<file path="src/rtl/display_pkg.sv">
// display_pkg: shared types and constants for the display write-side sequencer.
//   state_t      : sequencer states
//   DIN_*        : bit positions of the 6-bit display RAM word
//   DISP_DIGITS  : number of digits on the display (RAM depth)
//   DIN_BLANK    : digit-enable level that blanks a digit
package display_pkg;

    typedef enum logic [1:0] {
        IDLE  = 2'd0,
        CONV  = 2'd1,
        WRITE = 2'd2,
        DONE  = 2'd3
    } state_t;

    localparam int DIN_EN      = 5;
    localparam int DIN_BCD_HI  = 4;
    localparam int DIN_BCD_LO  = 1;
    localparam int DIN_DP      = 0;

    localparam int DISP_DIGITS = 8;

    localparam logic DIN_BLANK = 1'b0;

endpackage

</file>
<file path="src/rtl/bin2bcd_seq.sv">
// bin2bcd_seq: sequential double-dabble binary-to-BCD converter.
//   clk, rst_n : clock, asynchronous active-low reset
//   load       : capture value, clear the BCD register, arm VAL_W steps
//   shift      : perform one add-3/shift step (ignored once all steps are done)
//   value      : unsigned binary input
//   bcd        : 4*DIGITS-bit BCD result, nibble 0 = least significant digit
//   done       : high once all VAL_W steps have been performed
module bin2bcd_seq #(
    parameter int VAL_W  = 16,
    parameter int DIGITS = 8
) (
    input  logic                  clk,
    input  logic                  rst_n,
    input  logic                  load,
    input  logic                  shift,
    input  logic [VAL_W-1:0]      value,
    output logic [4*DIGITS-1:0]   bcd,
    output logic                  done
);

    localparam int CNT_W = $clog2(VAL_W + 1);

    logic [VAL_W-1:0]    bin;
    logic [CNT_W-1:0]    steps_left;
    logic [4*DIGITS-1:0] adjusted;

    always_comb begin
        adjusted = bcd;
        for (int unsigned i = 0; i < DIGITS; i++) begin
            if (bcd[4*i +: 4] >= 4'd5)
                adjusted[4*i +: 4] = bcd[4*i +: 4] + 4'd3;
        end
    end

    always_ff @(posedge clk or negedge rst_n) begin
        if (!rst_n) begin
            bin        <= '0;
            bcd        <= '0;
            steps_left <= '0;
        end else if (load) begin
            bin        <= value;
            bcd        <= '0;
            steps_left <= CNT_W'(VAL_W);
        end else if (shift && steps_left != '0) begin
            bcd        <= {adjusted[4*DIGITS-2:0], bin[VAL_W-1]};
            bin        <= bin << 1;
            steps_left <= steps_left - 1'b1;
        end
    end

    assign done = (steps_left == '0);

endmodule

</file>
<file path="src/rtl/display_update_ctrl.sv">
// display_update_ctrl: converts a binary value to BCD and streams one 6-bit
// word per digit into the display RAM write port.
//   clk, rst_n     : clock, asynchronous active-low reset
//   start          : update request, sampled only while idle
//   value          : unsigned binary value, latched on accept
//   dp_en, dp_pos  : decimal point enable and digit index, latched on accept
//   busy           : high from the accept cycle through the done cycle
//   done           : one-cycle pulse after the last RAM write
//   W, WADD, DIN   : RAM write enable, digit address, word {en, bcd[3:0], dp}
// Optional feature macro: LEADING_ZERO_BLANK_EN (blank leading zero digits).
module display_update_ctrl
    import display_pkg::*;
#(
    parameter int VAL_W         = 16,
    parameter int DIGITS        = DISP_DIGITS,
    parameter int DP_ACTIVE_LOW = 1
) (
    input  logic             clk,
    input  logic             rst_n,
    input  logic             start,
    input  logic [VAL_W-1:0] value,
    input  logic             dp_en,
    input  logic [2:0]       dp_pos,
    output logic             busy,
    output logic             done,
    output logic             W,
    output logic [2:0]       WADD,
    output logic [5:0]       DIN
);

    localparam logic       DP_LIT   = (DP_ACTIVE_LOW == 0) ? 1'b1 : 1'b0;
    localparam logic [2:0] LAST_IDX = 3'(DIGITS - 1);

    state_t              state, state_next;
    logic                load, shift, conv_done;
    logic [4*DIGITS-1:0] bcd;
    logic [2:0]          wr_cnt;
    logic                dp_en_q;
    logic [2:0]          dp_pos_q;
    logic [3:0]          nib [DIGITS];
    logic                dp_here;
    logic                digit_en;

    bin2bcd_seq #(
        .VAL_W  (VAL_W),
        .DIGITS (DIGITS)
    ) u_bcd (
        .clk   (clk),
        .rst_n (rst_n),
        .load  (load),
        .shift (shift),
        .value (value),
        .bcd   (bcd),
        .done  (conv_done)
    );

    always_ff @(posedge clk or negedge rst_n) begin
        if (!rst_n) begin
            state    <= IDLE;
            wr_cnt   <= '0;
            dp_en_q  <= 1'b0;
            dp_pos_q <= '0;
        end else begin
            state <= state_next;
            if (load) begin
                dp_en_q  <= dp_en;
                dp_pos_q <= dp_pos;
            end
            if (state == WRITE && wr_cnt != LAST_IDX)
                wr_cnt <= wr_cnt + 1'b1;
            else
                wr_cnt <= '0;
        end
    end

    // The converter's done flag is registered, so CONV spans VAL_W shift
    // cycles plus the cycle in which done is observed.
    always_comb begin
        state_next = state;
        load       = 1'b0;
        shift      = 1'b0;
        case (state)
            IDLE: begin
                if (start) begin
                    load       = 1'b1;
                    state_next = CONV;
                end
            end
            CONV: begin
                if (conv_done)
                    state_next = WRITE;
                else
                    shift = 1'b1;
            end
            WRITE: begin
                if (wr_cnt == LAST_IDX)
                    state_next = DONE;
            end
            DONE:    state_next = IDLE;
            default: state_next = IDLE;
        endcase
    end

    always_comb begin
        for (int unsigned i = 0; i < DIGITS; i++)
            nib[i] = bcd[4*i +: 4];
    end

    assign dp_here = dp_en_q && (dp_pos_q == wr_cnt);

`ifdef LEADING_ZERO_BLANK_EN
    // Digits above the most significant nonzero nibble are blanked; digit 0
    // and any digit carrying the DP always stay enabled.
    logic [2:0] msnz;
    always_comb begin
        msnz = '0;
        for (int unsigned i = 0; i < DIGITS; i++) begin
            if (nib[i] != '0)
                msnz = 3'(i);
        end
        digit_en = (wr_cnt <= msnz) || dp_here;
    end
`else
    assign digit_en = ~DIN_BLANK;
`endif

    always_comb begin
        busy = (state != IDLE);
        done = (state == DONE);
        W    = 1'b0;
        WADD = '0;
        DIN  = '0;
        if (state == WRITE) begin
            W                         = 1'b1;
            WADD                      = wr_cnt;
            DIN[DIN_EN]               = digit_en;
            DIN[DIN_BCD_HI:DIN_BCD_LO] = nib[wr_cnt];
            DIN[DIN_DP]               = dp_here ? DP_LIT : ~DP_LIT;
        end
    end

endmodule

</file>
<file path="config.mk">
export PLATFORM = sky130hd
export DESIGN_NAME = display_update_ctrl
export DESIGN_NICKNAME = d
export VERILOG_FILES = /design/src/rtl/display_pkg.sv /design/src/rtl/bin2bcd_seq.sv /design/src/rtl/display_update_ctrl.sv
export SDC_FILE = /design/constraint.sdc
export NUM_CORES = 1
export LEC_CHECK = 0
export BUFFER_PORTS_ARGS = -buffer_cell sky130_fd_sc_hd__buf_2
export CORE_MARGIN = 2
export CORE_UTILIZATION = 60
export CTS_CLUSTER_SIZE = 14
export DETAILED_ROUTE_END_ITERATION = 8
export PLACE_DENSITY = 0.88
export SYNTH_ARGS = -nofsm -noshare
export SYNTH_HDL_FRONTEND = slang
export SYNTH_HIERARCHICAL = 1
export SYNTH_SLANG_ARGS = --single-unit
export TNS_END_PERCENT = 10
</file>
<file path="constraint.sdc">
create_clock -name clk -period 3.1 [get_ports clk]
set_input_delay 0.155 -clock clk [delete_from_list [all_inputs] [get_ports clk]]
set_output_delay 0.155 -clock clk [all_outputs]
set_load 0.01 [all_outputs]
</file>
* After elaboration in Yosys (flattened, before gate mapping)
Index checks and enable logic that the tools add are counted.
** Cells by class
- Add/sub/neg operators :: 10
- $mul :: 0
- Divide/modulo/power cells :: 0
- Magnitude comparators :: 9
- Eq/ne operators :: 9
- Shift operators :: 0
- Muxes and demuxes :: 30
- Bitwise gates (word level) :: 1
- Reductions and logical operators :: 9
** Operator list (number)
- $mux 32 :: 2
- $mux 4 :: 9
- $ge 4x3->1 const B :: 8
- $mux 16 :: 2
- $add 4x2->4 const B :: 7
- $bmux 4 s3 :: 1
- $mux 5 :: 2
- $mux 3 :: 3
- $pmux 2 s4 :: 1
- $mux 1 :: 6
- $mux 2 :: 3
- $mux 6 :: 1
- $ne 2x2->1 const B :: 3
- $logic_not 5->1 :: 1
- $reduce_bool 5->1 :: 1
- $sub 5x1->5 const B :: 1
- $eq 2x2->1 const B :: 2
- $ge 4x4->1 const B :: 1
- $not 3->4 :: 1
- $reduce_bool 2->1 :: 2
- $add 3x1->3 const B :: 1
- $add 3x2->3 const B :: 1
- $eq 3x3->1 :: 1
- $eq 3x3->1 const B :: 1
- 5 further kinds :: 7
** Word-level totals
- Register bits :: 62
- Latch bits :: 0
- Memory bits (writable) :: 0
- ROM bits :: 0
- Bits of input ports :: 23
- Output and inout bits :: 12
- Memories :: 0

* Longest topological paths before layout
- Word-level depth :: 6
- Gate-level depth with buffers :: 11
- Gate-level depth less buffers :: 8

* Hierarchy
The synthesis kept the hierarchy.
** By module, submodules not included
- bin2bcd_seq :: instances 1, cells an instance 309, area an instance 2971.6 µm²
- display_update_ctrl :: instances 1, cells an instance 71, area an instance 814.5 µm²

* Worst setup path before layout
Ideal clock, no wire load.
- Path kind :: flip-flop to flip-flop
- From :: register u_bcd.steps_left[0]
- To :: register u_bcd.bin[7]
- Setup time :: 0.133 ns
- Arrival :: 2.039 ns
- Slack :: 0.928 ns
- Cell stages (with the launch flop) :: 12
- Path buffers :: 3
- Clock period less this slack :: 2.172 ns
- Cell sequence :: dfrtp_1 inv_1 ha_1 or4b_1 buf_2 inv_1 nor2b_1 and2_4 buf_6 buf_6 mux2i_1 o21ai_1
** On the way
- Cells in the longest elaborated chain, start to end :: 5
- Elaborated cells on any way between the ends :: 6
- Classes of those cells :: mux (2); reduce/logical (4)
** RTL lines
- start: declaration :: RTL line bin2bcd_seq.sv:24 : logic [CNT_W-1:0] steps_left;
- start signal: assignment :: RTL line bin2bcd_seq.sv:43 : steps_left <= CNT_W'(VAL_W);
- start signal: assignment :: RTL line bin2bcd_seq.sv:47 : steps_left <= steps_left - 1'b1;
- $logic_not 5->1 :: RTL line bin2bcd_seq.sv:51 : assign done = (steps_left == '0);
- via conv_done :: RTL line display_update_ctrl.sv:35 : logic load, shift, conv_done;
- $mux 1 :: RTL line display_update_ctrl.sv:90 : if (conv_done)
- $mux 1 :: RTL line display_update_ctrl.sv:82 : case (state)
- via shift :: RTL line display_update_ctrl.sv:35
- $logic_and 1x1->1 :: RTL line bin2bcd_seq.sv:44 : end else if (shift && steps_left != '0) begin
- $reduce_bool 2->1 (no source line)
- end signal: assignment :: RTL line bin2bcd_seq.sv:41 : bin <= value;
- end signal: assignment :: RTL line bin2bcd_seq.sv:46 : bin <= bin << 1;
- end: declaration :: RTL line bin2bcd_seq.sv:23 : logic [VAL_W-1:0] bin;
The timed path passes the listed nets, and every way through them passes these cells.
A chain may end at the register's enable or synchronous reset.

* Worst setup path in the final report
- From :: register u_bcd.steps_left[0]
- To :: register u_bcd.bcd[3]
** On the way
- Cells in the longest elaborated chain, start to end :: 5
- Elaborated cells on any way between the ends :: 6
- Classes of those cells :: mux (2); reduce/logical (4)
** RTL lines
- $logic_not 5->1 :: RTL line bin2bcd_seq.sv:51
- via conv_done :: RTL line display_update_ctrl.sv:35
- $mux 1 :: RTL line display_update_ctrl.sv:90
- $mux 1 :: RTL line display_update_ctrl.sv:82
- via shift :: RTL line display_update_ctrl.sv:35
- $logic_and 1x1->1 :: RTL line bin2bcd_seq.sv:44
- $reduce_bool 2->1 (no source line)
- end signal: assignment :: RTL line bin2bcd_seq.sv:45 : bcd <= {adjusted[4*DIGITS-2:0], bin[VAL_W-1]};
- end: declaration :: RTL line bin2bcd_seq.sv:17 : output logic [4*DIGITS-1:0] bcd,
The timed path passes the listed nets, and every way through them passes these cells.

==> flow_summary.yaml <==
grt:
  track_usage: 0.245
  grt_max_degree: 50
  grt_overflow: 0
  grt_pass1_vias: 2766
  grt_pass1_wl_um: 13600
  antenna_found_initial: 0
synthesis:
  ys_seq_area_frac: 0.410
  yosysUniqueCellTypes: 45
  synth_top_area_share: 0.410
  ys_warn_count: 6
  syn_inst: 380
  synth_edf_count: 0
  syn_area_um2: 3790
  synthArstFlopShare: 1.00
  synth_area_per_cell_um2: 9.96
  synth_area_leaders: "dfrtp_1, ha_1, mux2i_1"
  synth_top_cell_by_area: "dfrtp_1"
  syn_nets: 426
  ys.flop_type: "dfrtp_1"
  synth_seq_cells: 62
pwr:
  seqPwrFrac: 0.350
  peakVddDrop_mv: 0.688
  clock_power_share: 0.183
  p_sw_uw: 1850
  intPower_uw: 2540
  p_per_area_nw_per_um2: 1050
  p_comb_frac: 0.467
  swShare: 0.422
  static-leakage-power_uw: 0.00186
drt:
  dr.pass1.iters: 4
  wl_per_cell_um: 16.2
  ant_nets: 0
  routed_via_density: 5.92
  vias: 2897
  drt_iter0_drc: 195
  drc_errors: 0
  routed_wl_um: 7930
finish:
  n_fill_cell: 427
  fin_nets: 455
  layout_commonest_cell: "dfrtp_1"
  final_cell_mix: "dfrtp_1, o21ai_0, buf_2"
  drive_gt1_frac: 0.205
  finalNonFillerCells: 489
  area_delta_synth_final_pct: 10.2
  n_antenna_cell: 0
sta:
  worst_pin_slew_ns: 1.10
  fin_crit_sh: 0.905
  max_freq_mhz: 357
  worst_slack_ns: 0.295
  hold_viol: 0
  fin_skew_ns: 0.0126
  setup_viol: 0
  post-route-min-period_ns: 2.80
  max_slew_margin: 0.264
  maxSlewViolCount: 0
  rsz0062_at_grt: "false"
  tns_ns: 0
floorplanning:
  initial_utilization: 0.628
  std_cell_rows: 28
  core-area_um2: 6030
  die_x_um: 83.4
  die_height_um: 83.4
  ioPinCount: 35
  die_area_um2: 6960
placement:
  hpwl_um: 5190
  port_buffers: 34
  pre_cts_ws_ns: 0.414
  numPlacedInstances: 472
  gp_congestion: 0.860
setup_path:
  worstSetupPathType: "register to register"
  rrSetupSlack_ns: 0.30
  rr_worst_depth: 9
  critPathCaptureType: "register"
  crit_fanout: 29
  worstPathRequired_ns: 3.30
  r2r-start: "u_bcd/steps_left[0]"
  critPathLaunchType: "register"
  worstPathArrival_ns: 3.00
  r2r_end: "u_bcd/bcd[3]"
flow_run:
  max-cap-violations: 0
cts:
  clk_pin_slew_ns: 0.08
  cts_made_buffers: 9
  clk_latency_ns: 0.35
  cts_sinks: 62
  cts_root_buffer: "clkbuf_8"
  cts_setup_buffers: 0
  cts_max_path_buffers: 2
  cts_tree: "done"
  htreeDepth: 3
status:
  outcome: "finished, final reports clean"
worst_hold_path:
  min_path_type: "input pin to asynchronous set/reset pin"
## layout make-up
| cell class | count | area [µm²] | share of cell area |
|---|---|---|---|
| inverters | 30 | 113 | 0.0270 |
| flip-flops and latches | 62 | 1550 | 0.372 |
| clock inverters | 7 | 97.6 | 0.0234 |
| multi-input cells | 266 | 1970 | 0.473 |
| well taps | 75 | 93.8 | 0.0225 |
| repair buffers | 40 | 218 | 0.0522 |
| clock buffers | 9 | 124 | 0.0297 |
## worst max-delay path, cell delays in order, from the launching register on
cell,delay (ns)
dfrtp_1,0.39
inv_1,0.06
ha_1,0.22
or4b_1,0.32
inv_1,0.07
nor2b_1,0.50
nand2_2,0.50
buf_4,0.31
o21ai_0,0.18
a21oi_1,0.10
## how the worst max path moves through the flow
stage                         from             to  slack [ns]  depth (start not counted)
5_1_grt        u_bcd/steps_left[0]   u_bcd/bcd[6]        0.04                          8
6_report       u_bcd/steps_left[0]   u_bcd/bcd[3]        0.30                          9
3_3_place_gp   u_bcd/steps_left[0]  u_bcd/bcd[26]        0.59                          8
3_5_place_dp   u_bcd/steps_left[0]  u_bcd/bcd[10]        0.41                          8
2_1_floorplan  u_bcd/steps_left[0]   u_bcd/bin[7]        0.93                         11
4_1_cts        u_bcd/steps_left[0]   u_bcd/bcd[6]        0.33                          8
## power by group through the flow
stage	Clock, µW	Sequential [µW]	Combinational, µW
finish	802	1540	2050
CTS	811	1530	2040
global route	851	1590	2290
detailed placement	0	1540	2010
floorplan	0	1400	1740
global placement	0	1520	1920
## synth_stat cells (7+ instances only)
cell	n
nor2_1	21
mux2i_1	20
nand3_1	12
inv_1	30
a21oi_1	11
o21ai_1	13
o21bai_1	7
o21ai_0	35
a211oi_1	15
ha_1	23
mux2_2	17
dfrtp_1	62
nand2_1	21
nor3_1	8
clkbuf_1	8
nand3b_1	7
a21o_1	8
nor2b_1	8
## cells by family after synthesis
group                      synth area share
xor gates and xnor gates             0.0139
AOI/OAI and AO/OA                     0.178
buffers and inverters                0.0687
DFF                                   0.410
muxes                                 0.128
adders and majority gates            0.0760
and+or+nand+nor                       0.126
## layer usage
metal  vias to the layer above  GRT usage  part of all wire
met3                        11     0.0557             0.051
met4                         0     0.0909             0.015
met5                         -          0                 0
met1                      1394      0.334              0.45
li1                       1410          -                 -
met2                        82      0.384              0.49
## sequential cells by signal, summed over array words and instances (netlist names)
name              count
u_bcd/bin            16
wr_cnt                3
u_bcd/steps_left      5
state                 2
dp_en_q               1
dp_pos_q              3
u_bcd/bcd            32
## through the flow
step	power, µW	area, µm²	hold slack [ns]	util
global placement	3430	3940	0.366	0.654
detailed placement	3550	3940	0.365	0.654
CTS	4380	4170	0.000107	0.692
floorplan	3140	3790	-0.141	-
finish	4390	4170	0.00298	0.692
global route	4730	4170	0.00332	0.692
## what timing repair did
| item | 4_1_cts | 5_1_grt |
|---|---|---|
| hold buffers | 1 | 0 |
| resized for setup | 0 | 0 |
| endpoints found under the hold margin | 1 | 0 |
(Power assumes the default switching activity.)
